[config.mk]
export PLATFORM = sky130hd
export DESIGN_NAME = uart_apb_initiator
export DESIGN_NICKNAME = d
export VERILOG_FILES = /design/src/rtl/uart_apb_initiator.sv
export SDC_FILE = /design/constraint.sdc
export NUM_CORES = 1
export LEC_CHECK = 0
export ABC_AREA = 1
export CAP_MARGIN = 15
export CORE_MARGIN = 2
export CORE_UTILIZATION = 39
export CTS_BUF_LIST = sky130_fd_sc_hd__clkbuf_16
export DETAILED_ROUTE_END_ITERATION = 6
export HOLD_SLACK_MARGIN = 0.1
export PLACE_DENSITY = 0.76
export SLEW_MARGIN = 20
export SYNTH_ARGS = -nofsm -noshare
export SYNTH_HDL_FRONTEND = slang
export SYNTH_SLANG_ARGS = --single-unit
export TNS_END_PERCENT = 30
[constraint.sdc]
create_clock -name clk -period 1.6 [get_ports clk]
set_clock_uncertainty 0.1 [all_clocks]
set_input_delay 0.24 -clock clk [delete_from_list [all_inputs] [get_ports clk]]
set_output_delay 0.24 -clock clk [all_outputs]
set_load 0.01 [all_outputs]
[src/rtl/uart_apb_initiator.sv]
// Two-phase (SETUP/ACCESS) bus initiator for the UART register slave.
// Accepts one request at a time and returns a single-cycle response with a timeout abort.
module uart_apb_initiator #(
  parameter int ADDR_W  = 10,
  parameter int DATA_W  = 32,
  parameter int TIMEOUT = 16
) (
  input  logic              clk,
  input  logic              rst,
  input  logic              req_valid,
  output logic              req_ready,
  input  logic              req_write,
  input  logic [ADDR_W-1:0] req_addr,
  input  logic [DATA_W-1:0] req_wdata,
  output logic              rsp_valid,
  output logic              rsp_err,
  output logic [DATA_W-1:0] rsp_rdata,
  output logic              sel,
  output logic              enable,
  output logic              write,
  output logic [ADDR_W-1:0] addr,
  output logic [DATA_W-1:0] wdata,
  input  logic [DATA_W-1:0] rdata,
  input  logic              ready
);

  localparam int CNT_W = $clog2(TIMEOUT);

  typedef enum logic [1:0] {
    IDLE   = 2'd0,
    SETUP  = 2'd1,
    ACCESS = 2'd2
  } state_t;

  state_t             state, state_nxt;
  logic [CNT_W-1:0]   cnt, cnt_nxt;
  logic               sel_nxt, enable_nxt, write_nxt;
  logic               rsp_valid_nxt, rsp_err_nxt;
  logic [ADDR_W-1:0]  addr_nxt;
  logic [DATA_W-1:0]  wdata_nxt, rsp_rdata_nxt;

  // Only the state and reset feed req_ready, keeping it free of any input path.
  assign req_ready = (state == IDLE) & rst;

  always_ff @(posedge clk) begin
    if (!rst) begin
      state     <= IDLE;
      cnt       <= '0;
      sel       <= 1'b0;
      enable    <= 1'b0;
      write     <= 1'b0;
      addr      <= '0;
      wdata     <= '0;
      rsp_valid <= 1'b0;
      rsp_err   <= 1'b0;
      rsp_rdata <= '0;
    end else begin
      state     <= state_nxt;
      cnt       <= cnt_nxt;
      sel       <= sel_nxt;
      enable    <= enable_nxt;
      write     <= write_nxt;
      addr      <= addr_nxt;
      wdata     <= wdata_nxt;
      rsp_valid <= rsp_valid_nxt;
      rsp_err   <= rsp_err_nxt;
      rsp_rdata <= rsp_rdata_nxt;
    end
  end

  always_comb begin
    state_nxt     = state;
    cnt_nxt       = cnt;
    sel_nxt       = sel;
    enable_nxt    = enable;
    write_nxt     = write;
    addr_nxt      = addr;
    wdata_nxt     = wdata;
    rsp_valid_nxt = 1'b0;
    rsp_err_nxt   = rsp_err;
    rsp_rdata_nxt = rsp_rdata;

    case (state)
      IDLE: begin
        if (req_valid && req_ready) begin
          write_nxt  = req_write;
          addr_nxt   = req_addr;
          wdata_nxt  = req_wdata;
          sel_nxt    = 1'b1;
          enable_nxt = 1'b0;
          cnt_nxt    = '0;
          state_nxt  = SETUP;
        end
      end
      SETUP: begin
        enable_nxt = 1'b1;
        state_nxt  = ACCESS;
      end
      ACCESS: begin
        if (ready) begin
          sel_nxt       = 1'b0;
          enable_nxt    = 1'b0;
          rsp_valid_nxt = 1'b1;
          rsp_err_nxt   = 1'b0;
          rsp_rdata_nxt = write ? '0 : rdata;
          state_nxt     = IDLE;
        end else if (cnt == CNT_W'(TIMEOUT - 1)) begin
          // Slave never answered: abort and report the error with zero data.
          sel_nxt       = 1'b0;
          enable_nxt    = 1'b0;
          rsp_valid_nxt = 1'b1;
          rsp_err_nxt   = 1'b1;
          rsp_rdata_nxt = '0;
          state_nxt     = IDLE;
        end else begin
          cnt_nxt = cnt + 1'b1;
        end
      end
      default: begin
        sel_nxt    = 1'b0;
        enable_nxt = 1'b0;
        state_nxt  = IDLE;
      end
    endcase
  end

endmodule
# Word-level counts from Yosys, hierarchy flattened
# Index checks and enable logic that the tools add are counted.
[op_classes]
n_addsub = 1
multipliers = 0
n_eq_ne = 7
n_mux = 21
reduce_logical = 10
order_cmp = 0
n_div = 0
n_bitwise = 2
shifts = 0
[op_table]
columns = ["operator", "n"]
rows = [
  ["32-bit 2-to-1 mux", 3],
  ["4-bit 2-to-1 mux", 3],
  ["1-bit 2-to-1 mux", 8],
  ["4-bit one-hot mux with 2 select lines", 1],
  ["2-bit AND reduction", 4],
  ["2-bit 2-to-1 mux", 3],
  ["1-bit one-hot mux with 3 select lines", 2],
  ["2-bit one-hot mux with 3 select lines", 1],
  ["4-bit by 1-bit adder with 4-bit output, second input constant", 1],
  ["4-bit == test, second input constant", 1],
  ["2-bit inequality test, second input constant", 2],
  ["4-bit AND reduction", 1],
  ["2-bit nonzero test", 2],
  ["3-bit inequality test, second input constant", 1],
  ["3-bit AND reduction", 1],
  ["2-bit by 1-bit == test with 1-bit output, second input constant", 1],
  ["2-bit == test, second input constant", 1],
  ["2-bit zero test", 1],
  ["2-bit by 1-bit inequality test with 1-bit output, second input constant", 1],
  ["1-bit AND", 1],
  ["1-bit logical AND", 1],
  ["1-bit NOT", 1],
]
[totals]
n_memories = 0
romBits = 0
ff_bits = 85
latch_bits = 0
wordCells = 51
ram_bits = 0
output_inout_bits = 80

# Logic depth before layout (Yosys ltp)
# Gate-level depths: netlist of the first run.
[logic_depth]
word_depth = 5
depth_mapped = 7
depth_no_buf = 7

# Worst setup path before layout of the first run
# OpenSTA, ideal clock, no wires.
[synth_timing]
path_type = "register to register"
start = "register cnt[0]"
end = "register rsp_rdata[16]"
arrival_ns = 1.193
path_slack_ns = 0.236
n_path_buf = 1
t_required_ns = 1.430
synth_period_minus_slack_ns = 1.364
stages_incl_launch_ff = 8
cell_sequence = "dfxtp_1 > ha_1 > nand3_1 > nand2_1 > nand2_1 > buf_2 > nand2_1 > a21oi_1"
[synth_between]
elab_chain_len = 3
[synth_lines]
columns = ["element", "line_no", "source"]
rows = [
  ["from (decl)", "36", "logic [CNT_W-1:0] cnt, cnt_nxt;"],
  ["from (signal assigned)", "59", "cnt <= cnt_nxt;"],
  ["4-bit == test", "107", "end else if (cnt == CNT_W'(TIMEOUT - 1)) begin"],
  ["2-bit nonzero test (no source line)", "--", ""],
  ["2-bit AND reduction (no source line)", "--", ""],
  ["to (signal assigned)", "67", "rsp_rdata <= rsp_rdata_nxt;"],
  ["to (decl)", "17", "output logic [DATA_W-1:0] rsp_rdata,"],
]
# Every way passes these cells.
# A chain may end at the register's enable or synchronous reset.

# Worst setup path after layout of the first run
[layout_timing]
start = "register rsp_rdata[0]"
end = "output port rsp_rdata[0]"
# No word-level cell between the ends.

==> impl_metrics.tcl, run 1 <==
set metrics [dict create \
    ys_types 22 \
    finalCritPeriodShare_pct 97.6 \
    vdd_drop_max_mv 0.552 \
    synth_area_sq_um 3070 \
    ios 159 \
    timing.fmax_mhz 640 \
    coreArea_sq_um 7690 \
    postRouteAntennaNets 0 \
    syn2layout_area_growth_pct 65.2 \
    seq_power_share_pct 46.1 \
    grt_pass1_wl_um 13200 \
    setup_tns_ps 0 \
    cts_buffer_depth 2 \
    cts-htree-levels 3 \
    grt_max_degree 36 \
    grt_overflow_total 0 \
    power.leakage_nw 2.15 \
    drt-wirelength-per-cell_um 12.4 \
    dp_hpwl_um 5780 \
    status "complete, no violations" \
    cpMaxStageDelayCell "clkdlybuf4s50_1" \
    crit_chain "clkdlybuf4s50_1" \
    yosysSeqAreaShare_pct 55.5 \
    synthCells 395 \
    post-cts-setup-buffer-count 0 \
    initial_core_util_pct 39.9 \
    synth_nets 475 \
    cts_made_buffers 9 \
    antenna_found_initial 0 \
    power.clock.fraction_pct 39.1 \
    relSlewSlack_pct 75.6 \
    grt_pass1_vias 2840 \
    drive_gt1_share_pct 6.13 \
    clkLatencyLatePin_ps 320 \
    drc 0 \
    setup_viol 0 \
    maxCapViolations 0 \
    cp_top_family "buffers and inverters" \
    clk_pin_slew_ps 60 \
    crit_required_ps 1260 \
    place.gp.congestion 0.715 \
    power_density_nw_per_um2 983 \
    worst_pin_slew_ps 367 \
    swShare_pct 22.7 \
    cts-root-buf "clkbuf_16" \
    fp.dieArea_sq_um 8590 \
    crit_buf_inv 1 \
    ys_seq_elements 85 \
    place_inst 642 \
    p_sw_w 0.00113 \
    hold_viol_final 0 \
    wl_um 8120 \
    dr_total_vias 3020 \
    end_kind "output pin" \
    crit_fanout 2 \
    crit_type "register to output pin" \
    period_needed_ps 1560 \
    cpPeakStageDelay_ps 560 \
    rsz0062_at_grt "false" \
    die_w_um 92.7 \
    antenna_cells 0 \
    dr.pass1.iters 5 \
    cell_internal_pwr_w 0.00385 \
    avgSynthCellArea_sq_um 7.76 \
    grt_util_all_layers_pct 19.1 \
    power_frac_comb_pct 14.7 \
    fin_cells 657 \
    hold_path.class "input port to register" \
    drtIter0Drc 130 \
    final_nets 631 \
    port_buffers 158 \
    clkSinkCount 85 \
    die_h_um 92.7 \
    slew_violations 0 \
    num_rows 32 \
    yosys_warnings 0 \
    cp.arrival_ps 1220 \
    startpoint_type "register" \
    vias_per_cell 4.60 \
    cts_tree "done" \
]
-- registers in the layout, indices dropped and copies added, names as in the netlist, 2 cells and up --
register and flops:
addr 10, cnt 4, rsp_rdata 32, state 2
wdata 32
-- cells in the final DEF, fill, tap and decap left out --
cell type and n:
clkinvlp_4 1, buf_12 4, dlymetal6s2s_1 5, nand4_1 1, o21ai_0 1, ha_1 1
inv_2 2, nand3b_1 2, nand3_2 2, nand3_1 48, clkbuf_16 9, nor3_1 1
dlygate4sd2_1 2, bufinv_16 1, inv_1 11, nand2_2 2, buf_4 7, nor2_4 2
a31oi_1 1, buf_2 1, nand2_1 166, dfxtp_1 85, clkdlybuf4s50_1 150, clkinv_1 1
clkinv_2 3, nor2_1 10, a21oi_1 36
-- layout make-up --
| type | instances | area, sq um |
|---|---|---|
| inverters | 13 | 48.8 |
| well taps | 102 | 128 |
| repair buffers | 169 | 1720 |
| clock inverters | 6 | 56.3 |
| flip-flops and latches | 85 | 1700 |
| fillers | 680 | 2620 |
| clock buffers | 9 | 225 |
| multi-input cells | 273 | 1190 |
-- cells in the mapped netlist --
cell type | n | share of area, %
a21oi_1 | 36 | 5.9
a31oi_1 | 1 | 0.20
buf_1 | 4 | 0.49
buf_2 | 10 | 1.6
buf_4 | 2 | 0.49
buf_6 | 3 | 1.1
clkbuf_1 | 5 | 0.61
clkinv_1 | 1 | 0.12
dfxtp_1 | 85 | 55
ha_1 | 1 | 0.41
inv_1 | 10 | 1.2
inv_2 | 2 | 0.24
nand2_1 | 167 | 20
nand2_2 | 1 | 0.20
nand3_1 | 48 | 7.8
nand3_2 | 2 | 0.65
nand3b_1 | 2 | 0.49
nand4_1 | 1 | 0.20
nor2_1 | 10 | 1.2
nor2_4 | 2 | 0.73
nor3_1 | 1 | 0.16
o21ai_0 | 1 | 0.16
-- final timing paths --
check,startpoint,end,slack [ps],cells after the start
max,rsp_rdata[0],rsp_rdata[0],40,1
min,rst,cnt[1],310,4
max reg2reg,cnt[0],rsp_rdata[3],150,7
min reg2reg,rsp_err,rsp_err,340,2
-- metal layers --
layer  share of wire, %  wire length (um)  global-route usage [%]
met5                  0                 0                       0
met3                 10               840                    7.97
met2                 46              3710                    32.1
met1                 43              3490                    22.6
met4               0.91                74                    5.27
-- cell families (layout without fill, tap and decap cells) --
kind of cell / after synthesis / in the layout / synth area share (%)
flip-flops: 85 / 85 / 55.5
buffers and inverters: 37 / 197 / 5.92
AO/OA/AOI/OAI: 38 / 38 / 6.24
AND/OR/NAND/NOR: 234 / 234 / 31.9
adder cells (fa/ha/maj): 1 / 1 / 0.408
-- per-stage QoR --
step | utilization, % | hold slack, ps | area [sq um] | worst slack [ps] | power (W)
6_report | 65.9 | 311 | 5060 | 38.1 | 0.00498
5_1_grt | 65.9 | 323 | 5060 | 0.436 | 0.00522
4_1_cts | 65.7 | 302 | 5050 | 8.07 | 0.00505
3_5_place_dp | 62.1 | 342 | 4770 | 42.4 | 0.00308
3_3_place_gp | 62.1 | 336 | 4770 | 94.6 | 0.00307
2_1_floorplan | - | 251 | 3070 | 236 | 0.00261
-- power groups by stage --
stage | Combinational [W] | Sequential (W) | Clock [W]
finish | 0.000734 | 0.00230 | 0.00195
global route | 0.000797 | 0.00231 | 0.00212
CTS | 0.000743 | 0.00230 | 0.00201
detailed placement | 0.000741 | 0.00234 | 0
global placement | 0.000732 | 0.00234 | 0
floorplan | 0.000217 | 0.00239 | 0
-- timing repair --
item / 4_1_cts / 5_1_grt
resized for setup: 2 / 6
hold buffers: 0 / 0
endpoints found under the setup margin: 2 / 6
pin swaps: 0 / 0
gates cloned: 0 / 0
endpoints found under the hold margin: 0 / 0
Note: power is estimated with default switching activity, not from simulation.
==> run 2: changes to the inputs <==
--- a/config.mk
+++ b/config.mk
@@ -10,3 +10,3 @@
 export CORE_MARGIN = 2
-export CORE_UTILIZATION = 39
+export CORE_UTILIZATION = 35
 export CTS_BUF_LIST = sky130_fd_sc_hd__clkbuf_16
@@ -14,3 +14,3 @@
 export HOLD_SLACK_MARGIN = 0.1
-export PLACE_DENSITY = 0.76
+export PLACE_DENSITY = 0.72
 export SLEW_MARGIN = 20
==> constraint.sdc (replaced) <==
create_clock -name clk -period 1.25 [get_ports clk]
set_clock_uncertainty 0.1 [all_clocks]
set_input_delay 0.25 -clock clk [delete_from_list [all_inputs] [get_ports clk]]
set_output_delay 0.25 -clock clk [all_outputs]
set_load 0.01 [all_outputs]
==> run 2 against run 1 <==
The run now ends with negative setup slack left. Non-clock buffer count up 12. First-iteration DRC count down 37%. Sequential power up 28%. Worst setup slack worse by 190 ps. Clock power up 35%. Utilization down 7.8 points. Via count increased by 3.8%. Combinational power grew 22%. Cell count rose by 2.9%. Critical path depth up 7. Clock-buffer cell count stayed put. Critical endpoint is now rsp_rdata[14].
==> impl_metrics.tcl, run 2 (synthesized netlist as in run 1, its figures left out) <==
set metrics [dict create \
    status "finished with violations" \
    violations "negative setup slack" \
    vdd_drop_max_mv 0.843 \
    cts_tree "done" \
    cp_num_cells 8 \
    cp_top_family "simple AND/OR/NAND/NOR gates" \
    postCtsHoldBufs 0 \
    placed_cell_area_sq_um 4890 \
    fin_area_sq_um 4990 \
    hold_path.class "input port to register" \
    vias_per_cell 4.64 \
    cts-root-buf "clkbuf_16" \
    final_nets 643 \
    r2r_slack_ps -150 \
    place.gp.congestion 0.784 \
    crit_top_cell "nor2_4" \
    setup_tns_ps -5610 \
    drt-wirelength-per-cell_um 12.9 \
    timing.fmax_mhz 715 \
    coreArea_sq_um 8590 \
    fin_cells 676 \
    port_buffers 158 \
    setup_ws_ps -149 \
    maxCapViolations 0 \
    regArea_sq_um 1740 \
    crit_required_ps 1400 \
    initial_core_util_pct 35.7 \
    antenna_found_initial 0 \
    dr_total_vias 3134 \
    regToRegStartpoint "state[1]" \
    crit_type "register to register" \
    place_ws_ps -304 \
    wl_um 8720 \
    worst_pin_slew_ps 448 \
    grt_max_degree 36 \
    clk_pin_slew_ps 60 \
    grt_pass1_wl_um 13900 \
    die_h_um 97.6 \
    dp_hpwl_um 6170 \
    power.leakage_nw 2.27 \
    grt_overflow_total 0 \
    reg2reg_depth 8 \
    drtIter0Drc 82 \
    multi_input_area_sq_um 1260 \
    fin_util_pct 58.1 \
    syn2layout_area_growth_pct 62.7 \
    rsz0062_at_grt "true" \
    crit_chain "buf_6 -> inv_2 -> nor2_4 -> nand2_2 -> nor2_4 -> buf_12 -> nand2_1 -> a21oi_2" \
    hold_viol_final 0 \
    grt_util_all_layers_pct 17.7 \
    power_density_nw_per_um2 1300 \
    grt_pass1_vias 2959 \
    drive_gt1_share_pct 30.3 \
    crit_fanout 27 \
    ios 159 \
    cts_made_buffers 9 \
    finalCritPeriodShare_pct 112 \
    setup_viol 80 \
    antenna_cells 0 \
    dr.pass1.iters 6 \
    clkSinkCount 85 \
    relSlewSlack_pct 70.2 \
    crit_start "state[1]" \
    reg2reg_to "rsp_rdata[14]" \
    endpoint "rsp_rdata[14]" \
    cts-htree-levels 3 \
    die_w_um 97.6 \
    layout_commonest_cell "nand2_1" \
    clkLatencyLatePin_ps 320 \
    cp.arrival_ps 1550 \
    mostFrequentLayoutCells "164 x nand2_1, 77 x clkdlybuf4s50_1, 60 x buf_2" \
    n_fill_cell 796 \
    cpPeakStageDelay_ps 340 \
    crit_buf_inv 3 \
    startpoint_type "register" \
    end_kind "register" \
    period_needed_ps 1400 \
    drc 0 \
    postRouteAntennaNets 0 \
    reg_top3 "rsp_rdata (32), wdata (32), addr (10)" \
    place_inst 660 \
    fp.dieArea_sq_um 9530 \
    cpMaxStageDelayCell "dfxtp_2" \
    num_rows 34 \
    cts_buffer_depth 2 \
    slew_violations 0 \
]
-- run 2: changes by cell type in the layout (fill, tap and decap cells not counted), sizes merged --
cell,before,now
buf,12,83
clkbuf,9,17
clkdlybuf4s15,0,13
clkdlybuf4s50,150,77
dlygate4sd2,2,0
dlymetal6s2s,5,0
inv,13,14
-- run 2: cell type report --
class                      count  share of cell area [%]
clock inverter                 7                    1.48
multi-input combinational    273                    25.4
inverter                      13                    1.03
tap                          108                    2.71
sequential                    85                    34.9
clock buffer                   9                    4.51
timing repair buffer         181                    30.0
-- run 2: what timing repair did --
action / in CTS / in global routing
setup endpoints to repair: 162 / 138
pin swaps: 1 / 3
resized for setup: 279 / 72
setup buffers: 0 / 0
-- run 2: worst min-delay path by stage --
| stage | start | endpoint | slack [ps] | cells after the start |
|---|---|---|---|---|
| 2_1_floorplan | req_wdata[10] | wdata[10] | 260 | 2 |
| 3_3_place_gp | rsp_err | rsp_err | 340 | 2 |
| 3_5_place_dp | rsp_err | rsp_err | 340 | 2 |
| 4_1_cts | rst | rsp_err | 340 | 4 |
| 5_1_grt | rst | wdata[12] | 370 | 4 |
| 6_report | rst | wdata[3] | 350 | 4 |
-- run 2: through the flow --
step,total power (W),hold slack [ps]
6_report,0.00648,351
5_1_grt,0.00679,368
4_1_cts,0.00658,343
3_5_place_dp,0.00399,343
3_3_place_gp,0.00397,338
2_1_floorplan,0.00335,261
-- run 2: power breakdown --
group / switching (W) / internal [W] / total, W
Sequential: 0.0000775 / 0.00287 / 0.00295
Combinational: 0.000419 / 0.000479 / 0.000898
Clock: 0.00107 / 0.00156 / 0.00263
Total: 0.00157 / 0.00490 / 0.00648
-- run 2: routing by layer --
| layer | vias up | GRT usage (%) | routed length (um) |
|---|---|---|---|
| met4 | 0 | 5.56 | 102 |
| met3 | 10 | 6.91 | 845 |
| met2 | 127 | 30.1 | 4150 |
| met1 | 1406 | 20.5 | 3620 |
| li1 | 1591 | - | - |
| met5 | - | 0 | 0 |
-- run 2: worst min-delay path, cell delays in order --
cell,delay (ps)
buf_2,120
buf_4,220
nand3_1,110
nand2_1,40
==> run 3: changes to the inputs <==
- RECOVER_POWER: not set -> 25
==> run 3 against run 2 <==
Largest power group unchanged. Clock-buffer cell count did not move. Die area unchanged. Wire length about the same. Sequential power barely moved. Via count hardly changed. Non-clock buffer count unchanged. Utilization down 0.23 points. Fmax rose by 0.18%. Power is essentially flat. The run still ends with negative setup slack left.
==> impl_metrics.tcl, run 3 (synthesized netlist as in run 1, its figures left out) <==
set metrics [dict create \
    clkLatencyLatePin_ps 320 \
    final_nets 643 \
    grt_overflow_total 0 \
    hold_path.class "input port to register" \
    fin_cells 676 \
    cts-htree-levels 3 \
    r2r_slack_ps -150 \
    mostFrequentLayoutCells "164 x nand2_1, 77 x clkdlybuf4s50_1, 58 x dfxtp_1" \
    fin_area_sq_um 4970 \
    cts_made_buffers 9 \
    topRoutingLayerUsed "met4" \
    antenna_cells 0 \
    dr_total_vias 3133 \
    reg2reg_depth 8 \
    die_h_um 97.6 \
    holdWs_ps 351 \
    ios 159 \
    power.leakage_nw 2.22 \
    dr.pass1.iters 6 \
    finalCritPeriodShare_pct 112 \
    reg_top3 "rsp_rdata (32), wdata (32), addr (10)" \
    crit_top_cell "nor2_4" \
    cts_buffer_depth 2 \
    crit_type "register to register" \
    power_density_nw_per_um2 1300 \
    fp.dieArea_sq_um 9530 \
    port_buffers 158 \
    hold_viol_final 0 \
    wl_met3_um 843 \
    place.gp.congestion 0.784 \
    postCtsHoldBufs 0 \
    cp.arrival_ps 1550 \
    coreArea_sq_um 8590 \
    grt_util_all_layers_pct 17.7 \
    rsz0062_at_grt "true" \
    place_inst 660 \
    dp_hpwl_um 6170 \
    postRouteAntennaNets 0 \
    wl_met1_um 3640 \
    worst_pin_slew_ps 449 \
    period_needed_ps 1400 \
    routed-wl-met2_um 4140 \
    relSlewSlack_pct 70.1 \
    cts_tree "done" \
    vdd_drop_max_mv 0.843 \
    setup_ws_ps -147 \
    crit_start "state[1]" \
    startpoint_type "register" \
    antenna_found_initial 0 \
    grt_max_degree 36 \
    drc 0 \
    crit_buf_inv 3 \
    clkSinkCount 85 \
    layout_commonest_cell "nand2_1" \
    cp_num_cells 8 \
    setup_viol 80 \
    grt_pass1_wl_um 13900 \
    hold_path_depth 4 \
    syn2layout_area_growth_pct 62.0 \
    num_rows 34 \
    place_ws_ps -304 \
    drtIter0Drc 84 \
    drive_gt1_share_pct 27.5 \
    drt-wirelength-per-cell_um 12.9 \
    regToRegStartpoint "state[1]" \
    cp_top_family "simple AND/OR/NAND/NOR gates" \
    placed_cell_area_sq_um 4890 \
    wl_um 8720 \
    grt_pass1_vias 2959 \
    vias_per_cell 4.63 \
    reg2reg_to "rsp_rdata[14]" \
    cts-root-buf "clkbuf_16" \
    violations "negative setup slack" \
    timing.fmax_mhz 716 \
    die_w_um 97.6 \
    slew_violations 0 \
    crit_fanout 27 \
    end_kind "register" \
    maxCapViolations 0 \
    clk_pin_slew_ps 60 \
    crit_chain "buf_6 -> inv_2 -> nor2_4 -> nand2_2 -> nor2_4 -> buf_12 -> nand2_1 -> a21oi_2" \
    cpPeakStageDelay_ps 340 \
    cpMaxStageDelayCell "dfxtp_2" \
    initial_core_util_pct 35.7 \
    n_fill_cell 797 \
    status "finished with violations" \
    endpoint "rsp_rdata[14]" \
    crit_required_ps 1400 \
]
[run 3: routing by layer]
layer / global-route usage (%) / vias to the layer above
met2: 30.1 / 127
met4: 5.56 / 0
met5: 0 / -
met1: 20.5 / 1405
met3: 6.91 / 10
li1: - / 1591
[run 3: worst min path at each step]
| stage | start | end | slack [ps] |
|---|---|---|---|
| floorplan | req_wdata[10] | wdata[10] | 260 |
| global placement | rsp_err | rsp_err | 340 |
| detailed placement | rsp_err | rsp_err | 340 |
| CTS | rst | rsp_err | 340 |
| global route | rst | wdata[12] | 370 |
| finish | rst | wdata[3] | 350 |
[run 3: worst reg2reg max path: stages (launching register included)]
cell and delay [ps]:
dfxtp_2 340, buf_6 110, inv_2 40, nor2_4 130
nand2_2 100, nor2_4 120, buf_12 180, nand2_1 90
a21oi_2 130
[run 3: layout make-up]
class,instances,area [sq um],share of cell area [%]
Timing Repair Buffer,181,1480,29.8
Clock buffer,9,225,4.53
Inverter,13,51.3,1.03
Multi-Input combinational cell,273,1260,25.5
Clock inverter,7,73.8,1.49
Sequential cell,85,1740,34.9
Tap cell,108,135,2.72
[run 3: what timing repair did]
item | in CTS | in global routing
buffers inserted | 0 | 0
pin swaps | 1 | 3
resized for setup | 279 | 72
setup endpoints to repair | 162 | 138
endpoints found under the hold margin | 0 | 0
[run 3: stage by stage]
stage	TNS, ps	total power, W	utilization [%]
2_1_floorplan	0	0.00335	-
4_1_cts	-9330	0.00658	60.2
5_1_grt	-13190	0.00678	57.8
3_3_place_gp	-20350	0.00397	56.9
3_5_place_dp	-22440	0.00399	56.9
6_report	-5520	0.00647	57.8
[run 3: report_power, final]
| group | total [W] | switching, W | internal, W |
|---|---|---|---|
| Combinational | 0.000893 | 0.000419 | 0.000474 |
| Clock | 0.00263 | 0.00107 | 0.00156 |
| Sequential | 0.00294 | 0.0000781 | 0.00287 |
| Total | 0.00647 | 0.00157 | 0.00490 |
